--- src/rtl/alu_pipe.sv ---
// Two-stage pipelined ALU (opcodes 0..13) with valid/ready handshakes, tag passthrough and flags.
// Optional ALU_SAT_EN: add/increment/addTwo saturate high, decrements saturate at zero.
module alu_pipe #(
    parameter int unsigned WIDTH = 8,
    parameter int unsigned TAG_W = 4
) (
    input  logic             clk,
    input  logic             reset,
    input  logic             in_valid,
    output logic             in_ready,
    input  logic [3:0]       in_op,
    input  logic [WIDTH-1:0] in_a,
    input  logic [WIDTH-1:0] in_b,
    input  logic [TAG_W-1:0] in_tag,
    output logic             out_valid,
    input  logic             out_ready,
    output logic [WIDTH-1:0] out_res,
    output logic [TAG_W-1:0] out_tag,
    output logic             out_zero,
    output logic             out_carry,
    output logic             out_err,
    output logic             cond_out
);
    localparam int unsigned SH_W = $clog2(WIDTH);
    localparam logic [WIDTH-1:0] ONE = {{(WIDTH - 1){1'b0}}, 1'b1};
    localparam logic [WIDTH:0] ONE_X = {1'b0, ONE};
    localparam logic [WIDTH:0] TWO_X = {1'b0, ONE} << 1;

    logic             s1_valid;
    logic [3:0]       s1_op;
    logic [WIDTH-1:0] s1_a;
    logic [WIDTH-1:0] s1_b;
    logic [TAG_W-1:0] s1_tag;
    logic             s2_valid;
    logic             s2_free;
    logic             s1_move;

    assign s2_free   = !s2_valid || out_ready;
    assign s1_move   = s1_valid && s2_free;
    assign in_ready  = !s1_valid || s1_move;
    assign out_valid = s2_valid;

    always_ff @(posedge clk or posedge reset) begin
        if (reset) begin
            s1_valid <= 1'b0;
            s1_op    <= '0;
            s1_a     <= '0;
            s1_b     <= '0;
            s1_tag   <= '0;
        end else begin
            if (in_ready) s1_valid <= in_valid;
            if (in_valid && in_ready) begin
                s1_op  <= in_op;
                s1_a   <= in_a;
                s1_b   <= in_b;
                s1_tag <= in_tag;
            end
        end
    end

    logic [WIDTH-1:0] res_c;
    logic             carry_c;
    logic             err_c;
    logic             cond_c;
    logic [WIDTH:0]   sum_c;
    logic             is_arith;
    logic             is_dec;
    logic [SH_W-1:0]  sh;

    always_comb begin
        res_c    = '0;
        carry_c  = 1'b0;
        err_c    = 1'b0;
        cond_c   = cond_out;
        sum_c    = '0;
        is_arith = 1'b0;
        is_dec   = 1'b0;
        sh       = s1_b[SH_W-1:0];
        case (s1_op)
            4'd0:  res_c = s1_a;
            4'd1:  res_c = (s1_a >= s1_b) ? s1_a - s1_b : s1_b - s1_a;
            4'd2:  res_c = s1_a >> 1;
            4'd3:  res_c = ONE << sh;
            4'd4:  res_c = (ONE << sh) - ONE;
            4'd5: begin
                res_c  = {{(WIDTH - 1){1'b0}}, s1_a == s1_b};
                cond_c = (s1_a == s1_b);
            end
            4'd6: begin
                sum_c    = {1'b0, s1_a} + {1'b0, s1_b};
                is_arith = 1'b1;
            end
            4'd7: begin
                sum_c    = {1'b0, s1_a} + ONE_X;
                is_arith = 1'b1;
            end
            4'd8: begin
                res_c  = s1_a;
                cond_c = s1_a[WIDTH-1];
            end
            4'd9: begin
                res_c   = s1_a << 1;
                carry_c = s1_a[WIDTH-1];
            end
            4'd10: res_c = (s1_a < s1_b) ? s1_a : s1_b;
            4'd11, 4'd12: begin
                // Bit WIDTH of the widened difference is the borrow.
                sum_c    = {1'b0, s1_a} - ONE_X;
                is_arith = 1'b1;
                is_dec   = 1'b1;
                cond_c   = (s1_op == 4'd12);
            end
            4'd13: begin
                sum_c    = {1'b0, s1_a} + TWO_X;
                is_arith = 1'b1;
            end
            default: err_c = 1'b1;
        endcase
        if (is_arith) begin
            res_c   = sum_c[WIDTH-1:0];
            carry_c = sum_c[WIDTH];
`ifdef ALU_SAT_EN
            if (carry_c) res_c = is_dec ? '0 : '1;
`else
            if (carry_c && is_dec) res_c = sum_c[WIDTH-1:0];
`endif
        end
    end

    // Output registers only load when S1 hands over, so they hold under back-pressure.
    always_ff @(posedge clk or posedge reset) begin
        if (reset) begin
            s2_valid  <= 1'b0;
            out_res   <= '0;
            out_tag   <= '0;
            out_zero  <= 1'b0;
            out_carry <= 1'b0;
            out_err   <= 1'b0;
            cond_out  <= 1'b0;
        end else begin
            if (s2_free) s2_valid <= s1_valid;
            if (s1_move) begin
                out_res   <= res_c;
                out_tag   <= s1_tag;
                out_zero  <= (res_c == '0);
                out_carry <= carry_c;
                out_err   <= err_c;
                cond_out  <= cond_c;
            end
        end
    end

endmodule
--- config.mk ---
export PLATFORM = sky130hd
export DESIGN_NAME = alu_pipe
export DESIGN_NICKNAME = d
export VERILOG_FILES = /design/src/rtl/alu_pipe.sv
export SDC_FILE = /design/constraint.sdc
export NUM_CORES = 1
export LEC_CHECK = 0
export ABC_AREA = 0
export CORE_UTILIZATION = 65
export DETAILED_ROUTE_END_ITERATION = 12
export DONT_BUFFER_PORTS = 1
export PLACE_DENSITY = 0.93
export SYNTH_ARGS = -nofsm -noshare
export SYNTH_HDL_FRONTEND = slang
export SYNTH_SLANG_ARGS = --single-unit
--- constraint.sdc ---
create_clock -name clk -period 4.15 [get_ports clk]
set_input_delay 0.6225 -clock clk [delete_from_list [all_inputs] [get_ports clk]]
set_output_delay 0.6225 -clock clk [all_outputs]
set_load 0.02 [all_outputs]
==> results of run 1 <==
registers in the layout (all words and copies together) (netlist names):
name and cells:
s1_op 4, out_zero 1, out_tag 4, out_err 1, out_res 8, s1_a 8
s1_valid 1, out_valid 1, s1_tag 4, cond_out 1, out_carry 1, s1_b 8
cell usage in the layout, fill, tap and decap left out, types with 3 or more instances in the layout:
| cell type | count |
|---|---|
| fa_1 | 3 |
| o21ai_0 | 25 |
| a22oi_1 | 8 |
| nand2_1 | 58 |
| mux2i_1 | 12 |
| a211o_1 | 3 |
| inv_1 | 27 |
| a21o_1 | 4 |
| a311oi_1 | 3 |
| nor3_1 | 10 |
| and4_1 | 3 |
| a21oi_4 | 3 |
| clkbuf_8 | 5 |
| dfrtp_1 | 42 |
| or3_1 | 6 |
| nor2b_1 | 6 |
| ha_1 | 31 |
| xnor2_1 | 10 |
| nand3_1 | 15 |
| nor3b_1 | 5 |
| nor4_1 | 3 |
| o31ai_1 | 3 |
| nand4_1 | 4 |
| o211ai_1 | 4 |
| mux2_2 | 24 |
| xor2_1 | 5 |
| nor2_1 | 19 |
| nand2b_1 | 7 |
| buf_4 | 13 |
| and3_1 | 4 |
| o21a_1 | 9 |
| a21oi_1 | 15 |
| nand3b_1 | 6 |
| o22ai_1 | 3 |
| o31a_1 | 3 |
| o221ai_1 | 6 |
synth_stat cells, drive strengths merged (4+ instances only):
cell	count	area, sq um
o211ai	4	30.0
nand2	59	224
nor4	4	31.3
o221ai	6	52.6
mux2i	12	120
mux2	24	270
dfrtp	42	1050
clkbuf	11	41.3
xor2	5	43.8
a21oi	20	141
nand2b	7	43.8
xnor2	10	87.6
a22oi	8	60.1
or3	6	37.5
nor2	20	91.3
buf	14	81.3
nor2b	7	51.3
nor3	10	50.1
nand3	15	75.1
ha	31	388
o21a	9	67.6
inv	27	101
a21o	4	30.0
nand4	4	25.0
and3	4	25.0
nand3b	6	45.0
nor3b	5	37.5
o21ai	28	151
metal layers:
layer | wire length (um) | vias up | track usage, %
met5 | 0 | - | 0
met4 | 413 | 0 | 15.4
met3 | 1340 | 38 | 9.14
met2 | 5070 | 265 | 58.9
met1 | 4340 | 1713 | 46.2
li1 | - | 1640 | -
power breakdown:
| group | internal, mW | switching (mW) |
|---|---|---|
| sequential | 0.497 | 0.168 |
| combinational | 0.443 | 0.655 |
| clock | 0.180 | 0.147 |
| total | 1.12 | 0.970 |
metrics by stage:
step | power [mW] | hold WS, ps | util (%) | std cells
global route | 2.21 | 402 | 70.1 | 524
detailed placement | 1.73 | 453 | 68.3 | 516
CTS | 2.06 | 353 | 70.1 | 524
floorplan | 1.47 | 433 | - | 453
global placement | 1.69 | 440 | 68.3 | 516
finish | 2.09 | 329 | 70.1 | 524
kinds of logic (layout without fill, tap and decap cells):
| logic type | count (synthesis) | after routing | synth area share, % |
|---|---|---|---|
| multiplexers | 36 | 36 | 9.89 |
| adder cells (fa/ha/maj) | 34 | 34 | 11.3 |
| buffers and inverters | 52 | 48 | 5.67 |
| AND/OR/NAND/NOR | 157 | 157 | 20.8 |
| XOR/XNOR | 15 | 15 | 3.33 |
| AO/OA/AOI/OAI | 117 | 117 | 22.3 |
| flip-flops | 42 | 42 | 26.6 |
worst min path at each step:
stage	start	endpoint	slack, ps	cells past startpoint
2_1_floorplan	s1_tag[0]	out_tag[0]	430	2
3_5_place_dp	s1_tag[1]	out_tag[1]	450	2
3_3_place_gp	s1_tag[1]	out_tag[1]	440	2
4_1_cts	reset	out_valid	350	2
6_report	reset	s1_op[0]	330	2
5_1_grt	reset	s1_valid	400	2
layout make-up:
| class | instances | area, sq um | area share, % |
|---|---|---|---|
| Multi-Input combinational cell | 359 | 2670 | 64.8 |
| Tap cell | 75 | 93.8 | 2.28 |
| Sequential cell | 42 | 1050 | 25.5 |
| Timing Repair Buffer | 13 | 97.6 | 2.37 |
| Inverter | 27 | 101 | 2.46 |
| Clock buffer | 7 | 76.3 | 1.85 |
| Clock inverter | 1 | 30.0 | 0.728 |
==> key figures, run 1 <==
Global routing
  • GRT Util Overall: 36.5%
  • First-pass GRT wire length: 17.5 mm
  • Vias in the first global route: 3368
  • Antenna violations before repair: 0
  • GR Overflow Total: 0
  • Pin count of the biggest net entering global routing: 43

Floorplan
  • Number of placement rows: 28
  • Die Y: 79.9 um
  • Die X: 79.9 um
  • Die area: 0.00639 sq mm
  • Initial Utilization: 67.1%
  • IO Count: 46
  • Core area: 0.00589 sq mm

Route
  • Vias: 3656
  • Detailed-router iteration count before antenna repair: 6
  • DRC viols: 0
  • Routed wire length per instance: 21.3 um
  • DRT antenna net count: 0
  • Routed WL: 11.2 mm
  • Via density: 6.98
  • Drt initial violations: 465

Worst setup path
  • Reg2Reg Setup Slack: 320 ps
  • CP peak stage delay: 620 ps
  • WP data arrival: 4070 ps
  • CP max FO: 14
  • Slowest-stage cell, CP: dfrtp_1
  • R2R cell count: 13
  • Crit. Startpoint: s1_op[2]
  • Crit end category: flop
  • Critical Path Stages: 13
  • Crit Reg-Reg Startpoint: s1_op[2]
  • Crit path max-delay family: compound AO/OA/AOI/OAI gates
  • Critical path class: reg2reg
  • Worst reg2reg path endpoint: out_zero
  • Most frequent CP cell: o21a_1
  • Critical path cell sequence: nor3b_1, o21ai_1, o21a_1, inv_1, ha_1, nor2b_1, o31a_1, o21a_1, or3_1, a311oi_1, nand3b_1, nor4_2, a32o_1
  • WP data required: 4390 ps
  • CP Buf/Inv Count: 1
  • Critical path launch point type: flop
  • Worst setup endpoint: out_zero

Cells and area
  • Fillers: 487
  • Share of cells above drive strength 1: 13.6%
  • Nets: 510
  • Post-route cell area: 0.00412 sq mm
  • Ant diodes: 0
  • Area growth syn-to-layout: 4.44%

Placement
  • DP HPWL: 8.54 mm
  • GPL Wtd Cong: 0.999
  • Pre-CTS setup slack: 456 ps
  • Placed cell area: 0.00402 sq mm
  • PortBufs: 0

STA
  • Final setup fails: 0
  • Worst Slack Setup Final: 321 ps
  • Final Max Tran Viols: 0
  • RSZ-0062 raised after global routing: no
  • FMAX: 261 MHz
  • Setup_tns: 0 ps
  • Minimum clock period: 3830 ps
  • Slew headroom: 35.5%
  • Fin crit share: 92.3%
  • Worst Skew: 4.00 ps
  • Hold Violations, Final: 0
  • Actual slew at the worst max-slew pin: 966 ps

CTS
  • Clock-pin slew on the worst setup and hold paths: 80 ps
  • Hold buffers post-CTS: 0
  • Clk Latency, worst-skew pair: 300 ps
  • CTS Sinks: 42
  • CTS tree: built
  • Total CTS buffers: 5
  • Maximum clock insertion buffer count: 2
  • H-tree depth: 2
  • Clock root cell: clkbuf_8
  • Cts repair resizes: 0
  • Post CTS Setup Buffer Count: 0

Synth
  • Syn Nets: 515
  • Count of cell types in the netlist: 73
  • Dominant synthesized flop cell: dfrtp_1
  • Post-Syn Instances: 453
  • Synth async-reset ratio: 100%
  • Yosys warnings: 0
  • Seq cells post-synth: 42
  • EDFF count, synth: 0
  • Sequential area share after synthesis: 26.6%
  • Mean Syn Cell Area: 8.72 sq um
  • Syn Std Cell Area: 0.00395 sq mm

Flow run
  • Max cap viols: 0

Pwr
  • Power Density: 507 mW/mm^2
  • P_leak: 1.80 nW
  • Max rail drop VDD: 0.000281 V

Outcome
  • Status: finished clean

Hold path
  • Worst Hold Class: in2async
Power figures use the tool's default switching activity.
==> run 2: changes to the inputs <==
--- a/config.mk
+++ b/config.mk
@@ -9,6 +9,7 @@
 export CORE_UTILIZATION = 65
 export DETAILED_ROUTE_END_ITERATION = 12
 export DONT_BUFFER_PORTS = 1
+export GPL_TIMING_DRIVEN = 0
 export PLACE_DENSITY = 0.93
 export SYNTH_ARGS = -nofsm -noshare
 export SYNTH_HDL_FRONTEND = slang
==> key figures, run 2 (synthesis gave the netlist of run 1 again) <==
STA
  • Min Hold Slack: 369 ps (was 329 ps)
  • RSZ-0062 raised after global routing: no (unchanged)
  • Final setup fails: 0 (unchanged)
  • Slew headroom: 42.4% (was 35.5%)
  • Worst Slack Setup Final: 228 ps (was 321 ps)
  • FMAX: 255 MHz (was 261 MHz)
  • Hold Violations, Final: 0 (unchanged)
  • Actual slew at the worst max-slew pin: 863 ps (was 966 ps)
  • Fin crit share: 94.5% (was 92.3%)
  • Minimum clock period: 3920 ps (was 3830 ps)
  • Worst Skew: 10.1 ps (was 4.00 ps)
  • Final Max Tran Viols: 0 (unchanged)

Outcome
  • Status: finished clean (unchanged)

Route
  • Via density: 6.78 (was 6.98)
  • DRT antenna net count: 0 (unchanged)
  • Drt initial violations: 391 (was 465)
  • Routed wire length per instance: 21.0 um (was 21.3 um)
  • Vias: 3633 (was 3656)
  • Routed WL: 11.2 mm (about the same)
  • DRC viols: 0 (unchanged)
  • Detailed-router iteration count before antenna repair: 5 (was 6)

Worst setup path
  • WP data arrival: 4160 ps (was 4070 ps)
  • Critical path launch point type: flop (unchanged)
  • CP peak stage delay: 450 ps (was 620 ps)
  • Crit. Startpoint: s1_b[1] (was s1_op[2])
  • Crit end category: flop (unchanged)
  • WP data required: 4390 ps (about the same)
  • Critical path cell sequence: clkbuf_4, clkinvlp_4, ha_1, ha_1, o21ai_0, ha_1, nor2b_1, o21a_1, or3_1, a311oi_2, o221ai_1, or3_1, nor4_2, a32o_1 (was nor3b_1, o21ai_1, o21a_1, inv_1, ha_1, nor2b_1, o31a_1, o21a_1, or3_1, a311oi_1, nand3b_1, nor4_2, a32o_1)
  • Most frequent CP cell: ha_1 (was o21a_1)
  • CP max FO: 8 (was 14)
  • Critical path class: reg2reg (unchanged)
  • Slowest-stage cell, CP: dfrtp_2 (was dfrtp_1)
  • Crit Reg-Reg Startpoint: s1_b[1] (was s1_op[2])

CTS
  • Clock root cell: clkbuf_8 (unchanged)
  • CTS Sinks: 42 (unchanged)
  • Maximum clock insertion buffer count: 2 (unchanged)
  • Clock-pin slew on the worst setup and hold paths: 90 ps (was 80 ps)
  • CTS tree: built (unchanged)
  • Hold buffers post-CTS: 0 (unchanged)
  • H-tree depth: 2 (unchanged)
  • Clk Latency, worst-skew pair: 310 ps (was 300 ps)
  • Total CTS buffers: 5 (unchanged)

Floorplan
  • Number of placement rows: 28 (unchanged)
  • Die X: 79.9 um (unchanged)
  • Initial Utilization: 67.1% (unchanged)
  • IO Count: 46 (unchanged)
  • Core area: 0.00589 sq mm (unchanged)
  • Die Y: 79.9 um (unchanged)
  • Die area: 0.00639 sq mm (unchanged)

Placement
  • Pre-CTS setup slack: -188 ps (was 456 ps)
  • GPL Wtd Cong: 0.987 (was 0.999)
  • DP HPWL: 8.72 mm (was 8.54 mm)
  • Placed cell area: 0.00404 sq mm (was 0.00402 sq mm)
  • PortBufs: 0 (unchanged)

Cells and area
  • Share of cells above drive strength 1: 15.4% (was 13.6%)
  • Nets: 522 (was 510)
  • Ant diodes: 0 (unchanged)
  • Commonest non-fill, non-tap cells in the layout: 58 x nand2_1, 41 x dfrtp_1, 31 x ha_1 (was 58 x nand2_1, 42 x dfrtp_1, 31 x ha_1)
  • Post-route cell area: 0.00419 sq mm (was 0.00412 sq mm)
  • Area growth syn-to-layout: 6.08% (was 4.44%)
  • Top Registers: out_res x8, s1_a x8, s1_b x8 (unchanged)
  • Commonest non-fill, non-tap cell in the layout: nand2_1 (unchanged)

Global routing
  • Pin count of the biggest net entering global routing: 43 (unchanged)
  • GR Overflow Total: 0 (unchanged)
  • First-pass GRT wire length: 17.3 mm (was 17.5 mm)
  • Antenna violations before repair: 0 (unchanged)
  • GRT Util Overall: 36.2% (was 36.5%)
  • Vias in the first global route: 3386 (was 3368)

Pwr
  • P_leak: 1.82 nW (was 1.80 nW)
  • Max rail drop VDD: 0.000307 V (was 0.000281 V)
  • Pwr Total: 2.10 mW (was 2.09 mW)
  • Power Density: 501 mW/mm^2 (was 507 mW/mm^2)

Flow run
  • Max cap viols: 0 (unchanged)

Hold path
  • Worst Hold Class: in2async (unchanged)
-- run 2: area by class of cell --
type | instances | area (sq um)
Clock inverter | 3 | 48.8
Timing Repair Buffer | 1 | 7.51
Inverter | 27 | 105
Clock buffer | 5 | 68.8
Tap cell | 75 | 93.8
Fill cell | 470 | 1700
Multi-Input combinational cell | 359 | 2690
Buffer | 24 | 124
Sequential cell | 42 | 1050
-- run 2: where the power goes --
group	leakage [nW]	internal, mW	switching, mW
sequential	0.502	0.497	0.169
clock	0.0563	0.183	0.161
combinational	1.26	0.446	0.644
-- run 2: metal layers --
metal	vias to the layer above	wire length [um]	global-route usage, %
met5	-	0	0
met3	30	1000	7.20
met2	204	5260	59.3
met1	1738	4650	46.9
met4	0	332	13.0
li1	1661	-	-
-- run 2: what timing repair did --
action | CTS | global route
cloned | 0 | 0
setup endpoints to repair | 1 | 1
buffers inserted | 0 | 1
resized for setup | 2 | 7
pin swaps | 0 | 0
-- run 2: path summary, 6_finish.rpt --
kind	end	slack, ps	cells after the start
max	out_zero	230	14
min reg2reg	out_tag[1]	490	2
max reg2reg	out_zero	230	14
min in group clk	s1_valid	430	1
min	s1_b[7]	370	1
max in group asynchronous	s1_b[1]	3190	1
-- run 2: worst max-delay path: cells and delay by family (launching register included) --
family	cells	cell delay (ps)
AOI/OAI and AO/OA	5	1160
adders and majority gates	3	870
buffers and inverters	2	380
DFF	1	450
and+or+nand+nor	4	990
-- run 2: metrics by stage --
stage               std cells  utilization, %  setup TNS, ps
floorplan                 453               -              0
global placement          528            68.7           -167
detailed placement        528            68.7           -188
CTS                       536            70.7              0
global route              536            71.2              0
finish                    536            71.2              0
==> run 3: changes to the inputs <==
--- a/config.mk
+++ b/config.mk
@@ -6,11 +6,12 @@
 export NUM_CORES = 1
 export LEC_CHECK = 0
 export ABC_AREA = 0
-export CORE_UTILIZATION = 65
+export CORE_MARGIN = 2
+export CORE_UTILIZATION = 70
 export DETAILED_ROUTE_END_ITERATION = 12
 export DONT_BUFFER_PORTS = 1
 export GPL_TIMING_DRIVEN = 0
-export PLACE_DENSITY = 0.93
+export PLACE_DENSITY = 0.95
 export SYNTH_ARGS = -nofsm -noshare
 export SYNTH_HDL_FRONTEND = slang
 export SYNTH_SLANG_ARGS = --single-unit
==> constraint.sdc (replaced) <==
create_clock -name clk -period 5.1 [get_ports clk]
set_input_delay 0.765 -clock clk [delete_from_list [all_inputs] [get_ports clk]]
set_output_delay 0.765 -clock clk [all_outputs]
set_load 0.02 [all_outputs]
==> key figures, run 3 (synthesis gave the netlist of run 1 again) <==
Route
  • Routed WL: 11.0 mm (was 11.2 mm)
  • Vias: 3657 (was 3633)
  • DRC viols: 0 (unchanged)
  • Via density: 6.86 (was 6.78)
  • Detailed-router iteration count before antenna repair: 5 (unchanged)
  • DRT antenna net count: 0 (unchanged)
  • Drt initial violations: 444 (was 391)
  • Routed wire length per instance: 20.6 um (was 21.0 um)

CTS
  • Maximum clock insertion buffer count: 2 (unchanged)
  • Clock root cell: clkbuf_8 (unchanged)
  • Total CTS buffers: 5 (unchanged)
  • CTS Sinks: 42 (unchanged)
  • Cts repair resizes: 0 (was 2)
  • Clk Latency, worst-skew pair: 300 ps (was 310 ps)
  • Hold buffers post-CTS: 0 (unchanged)
  • CTS tree: built (unchanged)
  • Clock-pin slew on the worst setup and hold paths: 90 ps (about the same)
  • Post CTS Setup Buffer Count: 0 (unchanged)
  • H-tree depth: 2 (unchanged)

Worst setup path
  • CP Buf/Inv Count: 2 (unchanged)
  • Critical path cell sequence: clkbuf_1, inv_1, ha_1, ha_1, o21ai_0, ha_1, nor2b_1, o21a_1, or3_1, a311oi_1, o221ai_1, or3_1, nor4_2, a32o_1 (was clkbuf_4, clkinvlp_4, ha_1, ha_1, o21ai_0, ha_1, nor2b_1, o21a_1, or3_1, a311oi_2, o221ai_1, or3_1, nor4_2, a32o_1)
  • Critical path class: reg2reg (unchanged)
  • Crit path max-delay family: compound AO/OA/AOI/OAI gates (unchanged)
  • Critical Path Stages: 14 (unchanged)
  • R2R cell count: 14 (unchanged)
  • CP peak stage delay: 520 ps (was 450 ps)
  • Crit end category: flop (unchanged)
  • Critical path launch point type: flop (unchanged)
  • Slowest-stage cell, CP: dfrtp_1 (was dfrtp_2)
  • WP data arrival: 4690 ps (was 4160 ps)
  • Crit Reg-Reg Startpoint: s1_b[1] (unchanged)
  • Crit. Startpoint: s1_b[1] (unchanged)
  • WP data required: 5330 ps (was 4390 ps)
  • CP max FO: 8 (unchanged)
  • Most frequent CP cell: ha_1 (unchanged)

STA
  • FMAX: 224 MHz (was 255 MHz)
  • Minimum clock period: 4460 ps (was 3920 ps)
  • Slew headroom: 44.1% (was 42.4%)
  • RSZ-0062 raised after global routing: no (unchanged)
  • Final setup fails: 0 (unchanged)
  • Fin crit share: 87.4% (was 94.5%)
  • Hold Violations, Final: 0 (unchanged)
  • Min Hold Slack: 474 ps (was 369 ps)
  • Setup_tns: 0 ps (unchanged)
  • Actual slew at the worst max-slew pin: 837 ps (was 863 ps)
  • Worst Skew: 8.70 ps (was 10.1 ps)
  • Final Max Tran Viols: 0 (unchanged)

Cells and area
  • Commonest non-fill, non-tap cell in the layout: nand2_1 (unchanged)
  • Nets: 522 (unchanged)
  • Area growth syn-to-layout: 4.50% (was 6.08%)
  • Share of cells above drive strength 1: 13.7% (was 15.4%)
  • Top Registers: out_res x8, s1_a x8, s1_b x8 (unchanged)
  • Ant diodes: 0 (unchanged)
  • Post-Layout Cell Count: 533 (was 536)
  • Commonest non-fill, non-tap cells in the layout: 58 x nand2_1, 42 x dfrtp_1, 31 x ha_1 (was 58 x nand2_1, 41 x dfrtp_1, 31 x ha_1)

Floorplan
  • Number of placement rows: 27 (was 28)
  • Die Y: 79.1 um (was 79.9 um)
  • IO Count: 46 (unchanged)
  • Die area: 0.00626 sq mm (was 0.00639 sq mm)
  • Die X: 79.1 um (was 79.9 um)
  • Core area: 0.00547 sq mm (was 0.00589 sq mm)
  • Initial Utilization: 72.2% (was 67.1%)

Hold path
  • Worst Hold Launch: s1_tag[2]
  • Worst Hold Class: reg2reg (was in2async)
  • WHS Path Cells: 2

Pwr
  • Flop pwr share: 33.2% (was 31.7%)
  • Power Density: 396 mW/mm^2 (was 501 mW/mm^2)
  • Clock power share: 13.1% (was 16.4%)
  • P_leak: 1.80 nW (was 1.82 nW)
  • Psw: 0.776 mW (was 0.974 mW)
  • Switching Fraction: 47.5% (was 46.4%)
  • Max rail drop VDD: 0.000240 V (was 0.000307 V)
  • Comb pwr share: 53.6% (was 51.9%)
  • Internal power: 0.857 mW (was 1.13 mW)
  • Pwr Total: 1.63 mW (was 2.10 mW)

Placement
  • GPL Wtd Cong: 1.02 (was 0.987)
  • Placed Cells: 525 (was 528)
  • DP HPWL: 8.64 mm (was 8.72 mm)
  • PortBufs: 0 (unchanged)

Outcome
  • Status: finished clean (unchanged)

Global routing
  • Grt met3 use: 9.09% (was 7.20%)
  • Vias in the first global route: 3534 (was 3386)
  • First-pass GRT wire length: 18.0 mm (was 17.3 mm)
  • Met2 Use GR: 61.5% (was 59.3%)
  • Most Used Layer, Global Route: met2 (unchanged)
  • GRT Util Overall: 37.2% (was 36.2%)
  • Pin count of the biggest net entering global routing: 43 (unchanged)
  • Met1 Track Usage GR: 48.0% (was 46.9%)
  • Antenna violations before repair: 0 (unchanged)
  • GR Overflow Total: 0 (unchanged)

Flow run
  • Max cap viols: 0 (unchanged)
## run 3: power groups by stage
stage	Combinational, mW	Clock (mW)	Sequential, mW
floorplan	0.674	0	0.518
global placement	0.823	0	0.542
detailed placement	0.852	0	0.549
CTS	0.858	0.221	0.541
global route	0.958	0.230	0.553
finish	0.876	0.214	0.543
## run 3: worst paths after layout
| check | endpoint | slack (ps) |
|---|---|---|
| worst max-delay path | out_zero | 640 |
| worst min-delay path | out_tag[2] | 470 |
| worst max register to register | out_zero | 640 |
| worst min register to register | out_tag[2] | 470 |
| max in group asynchronous | out_res[4] | 4060 |
| min in group asynchronous | s1_valid | 510 |
## run 3: worst min-delay path, delay by kind of cell, from the launching register on
family           cells  cell delay, ps
DFF                  1             340
and+or+nand+nor      2             100
## run 3: through the flow
step	util (%)	instance area (sq um)	setup slack (ps)
CTS	75.4	4130	781
global placement	73.8	4040	917
finish	75.4	4130	640
detailed placement	73.8	4040	823
global route	75.4	4130	409
floorplan	-	3950	1670
## run 3: final cells by class
cell class	instances	area, sq um
inverters	27	101
flip-flops and latches	42	1050
fillers	415	1350
well taps	72	90.1
multi-input cells	359	2670
clock inverters	3	18.8
plain buffers	25	123
clock buffers	5	68.8
## run 3: layer usage
metal | routed length (um) | share of wire (%)
met5 | 0 | 0
met4 | 291 | 2.6
met3 | 1250 | 11
met2 | 5080 | 46
met1 | 4380 | 40
